==> config.mk <==
export PLATFORM = sky130hd
export DESIGN_NAME = trig_capture
export DESIGN_NICKNAME = d
export VERILOG_FILES = /design/src/rtl/trig_capture.sv
export SDC_FILE = /design/constraint.sdc
export NUM_CORES = 1
export LEC_CHECK = 0
export ABC_AREA = 1
export CAP_MARGIN = 20
export CELL_PAD_IN_SITES_DETAIL_PLACEMENT = 1
export CELL_PAD_IN_SITES_GLOBAL_PLACEMENT = 2
export CORE_AREA = 2 2 301 303
export DETAILED_ROUTE_END_ITERATION = 7
export DIE_AREA = 0 0 303 305
export MAX_ROUTING_LAYER = met4
export PLACE_DENSITY = 0.83
export SLEW_MARGIN = 5
export SYNTH_ARGS = -nofsm -noshare
export SYNTH_HDL_FRONTEND = slang
export SYNTH_SLANG_ARGS = --single-unit
==> constraint.sdc <==
create_clock -name clk -period 3.5 [get_ports clk]
set_input_delay 0.35 -clock clk [delete_from_list [all_inputs] [get_ports clk]]
set_output_delay 0.35 -clock clk [all_outputs]
set_load 0.005 [all_outputs]
==> src/rtl/trig_capture.sv <==
// Ring-buffer pre/post-trigger capture of 14-bit ADC samples, streamed out as 16-bit words.
// Latency: first word 2 cycles after readout starts, then one word per 2 cycles; dout holds while stalled.
// Optional TRIG_TIMESTAMP_EN prepends a two-word trigger timestamp header to each event.
module trig_capture #(
    parameter int AW   = 6,
    parameter int PRE  = 8,
    parameter int POST = 24
) (
    input  logic        clk,
    input  logic        rst_n,
    input  logic [13:0] adat,
    input  logic        tsig,
    input  logic        arm,
    output logic        busy,
    output logic [15:0] dout,
    output logic        dvalid,
    input  logic        dready,
    output logic        dlast,
    output logic        trg_lost
);
    localparam int DEPTH = 2**AW;
`ifdef TRIG_TIMESTAMP_EN
    localparam int HDR = 2;
`else
    localparam int HDR = 0;
`endif
    localparam int NWORDS = PRE + POST + HDR;
    localparam int CW     = AW + 2;

    generate
        if (PRE < 1 || PRE > DEPTH - 1 || POST < 1 || PRE + POST > DEPTH) begin : g_param_check
            $error("trig_capture: PRE/POST do not fit the ring buffer");
        end
    endgenerate

    typedef enum logic [2:0] {S_IDLE, S_FILL, S_ARMED, S_POST, S_READ} state_t;

    state_t        state;
    logic [13:0]   mem [DEPTH];
    logic [13:0]   ram_q;
    logic [AW-1:0] wp;
    logic [AW-1:0] rd_addr;
    logic [CW-1:0] fill_cnt;
    logic [CW-1:0] post_cnt;
    logic [CW-1:0] issued;
    logic          fetched;
    logic          wr_en;
    logic          rd_en;
`ifdef TRIG_TIMESTAMP_EN
    logic [31:0]   ts;
    logic [31:0]   ts_lat;
`endif

    assign wr_en = (state == S_FILL) || (state == S_ARMED) || (state == S_POST);
    // One word in flight: fetch only when the output register is empty or draining this cycle.
    assign rd_en = (state == S_READ) && !fetched && (!dvalid || dready) && (issued != CW'(NWORDS));

    always_ff @(posedge clk) begin
        if (wr_en)
            mem[wp] <= adat;
        if (rd_en)
            ram_q <= mem[rd_addr];
    end

`ifdef TRIG_TIMESTAMP_EN
    always_ff @(posedge clk or negedge rst_n) begin
        if (!rst_n)
            ts <= '0;
        else
            ts <= ts + 32'd1;
    end
`endif

    always_ff @(posedge clk or negedge rst_n) begin
        if (!rst_n) begin
            state    <= S_IDLE;
            wp       <= '0;
            rd_addr  <= '0;
            fill_cnt <= '0;
            post_cnt <= '0;
            issued   <= '0;
            fetched  <= 1'b0;
            busy     <= 1'b0;
            dout     <= '0;
            dvalid   <= 1'b0;
            dlast    <= 1'b0;
            trg_lost <= 1'b0;
`ifdef TRIG_TIMESTAMP_EN
            ts_lat   <= '0;
`endif
        end else begin
            trg_lost <= tsig && (state != S_ARMED);
            if (wr_en)
                wp <= wp + AW'(1);
            case (state)
                S_IDLE: begin
                    if (arm) begin
                        state    <= S_FILL;
                        fill_cnt <= '0;
                        busy     <= 1'b1;
                    end
                end
                S_FILL: begin
                    if (fill_cnt == CW'(PRE - 1))
                        state <= S_ARMED;
                    fill_cnt <= fill_cnt + CW'(1);
                end
                S_ARMED: begin
                    if (tsig) begin
                        // The sample written this cycle sits at wp; the window starts PRE earlier.
                        rd_addr  <= wp - AW'(PRE);
                        post_cnt <= CW'(1);
                        issued   <= '0;
                        fetched  <= 1'b0;
                        state    <= (POST == 1) ? S_READ : S_POST;
`ifdef TRIG_TIMESTAMP_EN
                        ts_lat   <= ts;
`endif
                    end
                end
                S_POST: begin
                    if (post_cnt == CW'(POST - 1))
                        state <= S_READ;
                    post_cnt <= post_cnt + CW'(1);
                end
                S_READ: begin
                    fetched <= rd_en;
                    if (rd_en) begin
                        issued <= issued + CW'(1);
`ifdef TRIG_TIMESTAMP_EN
                        if (issued >= CW'(HDR))
                            rd_addr <= rd_addr + AW'(1);
`else
                        rd_addr <= rd_addr + AW'(1);
`endif
                    end
                    if (fetched) begin
`ifdef TRIG_TIMESTAMP_EN
                        if (issued == CW'(1))
                            dout <= ts_lat[31:16];
                        else if (issued == CW'(2))
                            dout <= ts_lat[15:0];
                        else
                            dout <= {2'b00, ram_q};
`else
                        dout <= {2'b00, ram_q};
`endif
                        dvalid <= 1'b1;
                        dlast  <= (issued == CW'(NWORDS));
                    end else if (dvalid && dready) begin
                        dvalid <= 1'b0;
                        dlast  <= 1'b0;
                        if (dlast) begin
                            state <= S_IDLE;
                            busy  <= 1'b0;
                        end
                    end
                end
                default: state <= S_IDLE;
            endcase
        end
    end
endmodule
; After elaboration in Yosys (flattened, before gate mapping)
; Memories as Yosys holds them, arrays and structs flattened. A register that Yosys moved wholly into a read port is not among the register bits.
; Cells that the tools add are included.
[totals]
ff_bits = 58
ram_bits = 896
input_bits = 19
output_inout_bits = 20
word_cells = 90
mem_count = 1
[op_classes]
addsub = 6
n_eq_ne = 17
muxes = 30
reduce_logical = 24
[memory_table]
columns = name, words, width, rd, rd_ports_with_merged_regs, wr, line_no
row1 = mem, 64, 14, 1, 1, 1, 39  ; logic [13:0] mem [DEPTH];
[op_table]
columns = op, count
row1 = $pmux 8 s2, 3
row2 = $mux 8, 4
row3 = $add 8x1->8 const B, 3
row4 = $mux 3, 7
row5 = $pmux 3 s5, 1
row6 = $add 6x1->6 const B, 2
row7 = $mux 6, 2
row8 = $pmux 6 s2, 1
row9 = $mux 1, 10
row10 = $ne 2x2->1 const B, 5
row11 = $reduce_and 2->1, 5
row12 = $reduce_bool 2->1, 5
row13 = $eq 8x3->1 const B, 1
row14 = $eq 8x5->1 const B, 1
row15 = $eq 8x6->1 const B, 1
row16 = $ne 8x6->1 const B, 1
row17 = $reduce_and 7->1, 1
row18 = $eq 3x2->1 const B, 2
row19 = $ne 2x1->1 const B, 3
row20 = $sub 6x4->6 const B, 1
row21 = $logic_and 1x1->1, 5
row22 = $reduce_and 5->1, 1
row23 = $pmux 1 s2, 2
row24 = $eq 3x1->1 const B, 1
row25 = 6 further kinds, 9

; Longest topological paths before layout
[depth]
ltp_word = 6
depth_mapped = 12
ltp_nobuf = 9

; Least setup slack after synthesis
; OpenSTA, ideal clock, no wires.
[synth_path]
path_type = register -> register
start = register wp[3]
end = memory mem[23][0] (enable)
setup_time_ps = 403
arrival_time_ps = 1956
required_time_ps = 3097
setup_slack_ps = 1142
path_stages_with_launch = 5
n_path_buf = 1
period_less_slack_ps = 2358
path_cell_list = dfrtp_1 clkbuf_1 inv_1 nand3_1 nor3_1
[synth_rtl]
columns = element, line_no
row1 = start: declaration, 41  ; logic [AW-1:0] wp;
row2 = start signal: assignment, 94  ; wp <= wp + AW'(1);
row3 = end: declaration, 39
; Straight into the memory's write port.

==> impl_results.md <==
* Outcome: complete, but fails checks
* Failing checks: design-rule violations
* H-tree Lvls at 3
* Number of flops mapped to enable cells by yosys at 910
* Vias per cell at 5.71
* Port buffer count at 36
* Ports at 39
* CTS Sinks at 968
* Gr usage total at 27.3%
* Post-Route WL at 122000 µm
* Largest cells by area after synthesis: edfxtp_1 (69%), nand2_1 (11%), nand3_1 (8.7%), dfrtp_1 (3.7%), nor2_1 (1.4%)
* Switching pwr at 5580 µW
* Power Total at 25300 µW
* Residual DRC count at 12
* Seq/Total Area, Yosys at 72.4%
* Endpoints failing hold at 0
* HP Class: input port to flop
* Die Footprint at 92400 µm²
* CP dominant cell by count: nand2_1
* Max layer used: met4
* RSZ-0062 raised after global routing: no
* Vias at ~27k
* Synthesized area at 39800 µm²
* Routed length per instance at 25.7 µm
* CTS resizes at 0
* Die Y at 305 µm
* Clock Path Buffers at 3
* Synth Instances at 3411
* Vias in the first global route at 28.3k
* Comb pwr share at approximately 5.3%
* GRT overflow at 0
* Finish-stage setup viols at 0
* Wire length on met2 at 60200 µm
* Filler Cells Inserted at 9308
* Critical path startpoint category: flop
* WP data arrival at 3410 ps
* DRT Pass-1 Iters at 8
* Commonest register cell after synthesis: edfxtp_1
* Syn-to-layout area delta at 13.6%
* Area leader, netlist: edfxtp_1
* Commonest cells post-synth: nand2_1 (1168), edfxtp_1 (910), nand3_1 (694)
* Largest net degree at the start of global routing at 209
* Crit share post-route at 81.9%
* Worst VDD drop at roughly 0.44 mV
* Clock latency on the worst-skew pair at 680 ps
* Num rows at 110
* Most frequent cell after synthesis: nand2_1
* Leakage at about 0.017 µW
* Share of cells above drive strength 1 at 9.10%
* Mean post-synth cell area at 11.7 µm²
* Core box area at 89300 µm²
* Synth Register Bits at a little under 1k
* CP startpoint: rd_addr[0]
* Wire length on met3 at roughly 7700 µm
* Met1 wire length at 50600 µm
* Critical path class: flop to flop
* Cell Int Power at between 15000 and 20000 µW
* Final Critical Period at 2870 ps
* TritonCTS clock tree: yes
* TritonCTS buffer count at about 100
* CTS Root Cell: clkbuf_16
* Fin nets at 3522
* Initial antenna violation count at 6
* Clock Power Share at 44.5%
* Worst-path clk slew at 60 ps
* Slew HR at 5.44%
* Hold Startpoint: adat[11]
* Seq pwr share at 50.1%
* FF-to-FF Start: rd_addr[0]
* Yosys Warn Count at 0
* Final Slew Violations at 0
* Hold slack at between 80 and 90 ps
* First DRT Iteration DRCs at 2508
* Clock Skew at 34.9 ps
* Final HPWL DP at 72800 µm
* First-pass GRT wire length at 182000 µm
* Die Span X at 303 µm
* Slew at the pin closest to its max-slew limit at 1420 ps
* Synth cell types at 36
* Final weighted congestion in routability-driven placement at 0.908
* CP Cell Sequence: buf_12, nand2_1, nand3_1, nand3_1, nand3_1, nand2_1, nor2_1, nand2_1, nand2_1
* Post-route ant nets at 0
* WP data required at approximately 4000 ps
* Max cap viols at 0
* Setup TNS at 0 ps
* Ys async rst share at roughly 6.0%
* Crit-path max FO at 208
* Starting density of the core at between 40% and 50%
* Delay of the slowest cell on the worst path at 530 ps
* Slowest cell on crit path: nor2_1
* Yosys top cell area share at between 60% and 70%
* Peak Freq at 349 MHz
* Crit. End Element: flop
* Sw frac at 22.0%
* Pwr Density at 560 nW/µm²
power groups by stage:
| stage | Sequential, µW | Clock [µW] | Combinational, µW |
|---|---|---|---|
| 2_1_floorplan | 12900 | 0 | 722 |
| 3_3_place_gp | 12900 | 0 | 1290 |
| 3_5_place_dp | 12900 | 0 | 1330 |
| 4_1_cts | 12700 | 11400 | 1350 |
| 5_1_grt | 12700 | 11900 | 1460 |
| 6_report | 12700 | 11300 | 1350 |
cell usage in the layout (no fill, tap or decap), types with 5 or more instances in the layout:
master / synthesis / routed
mux2_2: 5 / 5
o21ai_0: 35 / 35
clkbuf_1: 29 / 25
clkinv_1: 2 / 26
buf_4: 40 / 117
inv_1: 48 / 48
bufinv_16: 0 / 14
buf_2: 92 / 15
clkdlybuf4s50_1: 0 / 21
dfrtp_1: 58 / 55
nand2_1: 1168 / 1168
xor2_1: 14 / 14
nor2_1: 147 / 146
buf_12: 0 / 20
clkinv_2: 0 / 13
a21oi_1: 60 / 60
ha_1: 8 / 8
nand4_1: 11 / 11
clkbuf_16: 0 / 108
nor3_1: 14 / 11
nand3_1: 694 / 694
edfxtp_1: 910 / 910
mux2_1: 9 / 9
cell type report:
cell class                      count  area (µm²)  area share, %
Antenna cell                        4        10.0         0.0222
Clock buffer                      137        2850           6.31
Clock inverter                     57         628           1.39
Inverter                           55         226          0.501
Multi-Input combinational cell   2191        9610           21.3
Sequential cell                   968       28800           63.7
Tap cell                         1176        1470           3.26
Timing Repair Buffer              175        1590           3.52
worst max-delay path: cells and delay by family (launching register included):
kind                   cells  cell delay [ps]
AND/OR/NAND/NOR            8             1460
buffers and inverters      1              440
flip-flops                 1              500
repair_timing:
| item | 4_1_cts | 5_1_grt |
|---|---|---|
| hold buffers | 1 | 0 |
| setup endpoints to repair | 0 | 0 |
| hold endpoints to repair | 34 | 0 |
| setup buffers | 0 | 0 |
metal layers:
| metal | global-route usage, % | vias up |
|---|---|---|
| met4 | 8.90 | 0 |
| met3 | 3.46 | 209 |
| met5 | - | - |
| met1 | 35.8 | 14000 |
| li1 | - | 12100 |
| met2 | 44.2 | 865 |
kinds of logic after synthesis:
group | share of synthesized area (%)
mux | 0.397
simple gates | 21.7
other cells | 0.00943
compound gates | 1.43
flops | 72.4
fa+ha+maj | 0.252
xor+xnor | 0.331
buf+inv | 3.49
through the flow:
step	setup slack, ps	instances	util [%]	instance area [µm²]
2_1_floorplan	1140	3412	-	39800
6_report	633	4763	50.6	45200
5_1_grt	527	4761	50.6	45200
4_1_cts	631	4756	50.5	45100
3_3_place_gp	720	4558	46.5	41600
3_5_place_dp	726	4561	46.6	41600
flip-flops by register name (all words and copies together) (netlist names):
signal	flops
fill_cnt	8
mem	896
state	3
busy	1
issued	8
post_cnt	8
trg_lost	1
ram_q	14
rd_addr	6
fetched	1
dvalid	1
dlast	1
dout	14
wp	6
worst paths after layout:
check	end	slack [ps]	cells past startpoint
worst max-delay path	ram_q[5]	630	9
worst min-delay path	mem[19][11]	80	1
worst max register to register	ram_q[5]	630	9
worst min register to register	dout[6]	500	1
max in group asynchronous	post_cnt[7]	2250	3
min in group asynchronous	dout[2]	350	2
Note: power is estimated with default switching activity, not from simulation.
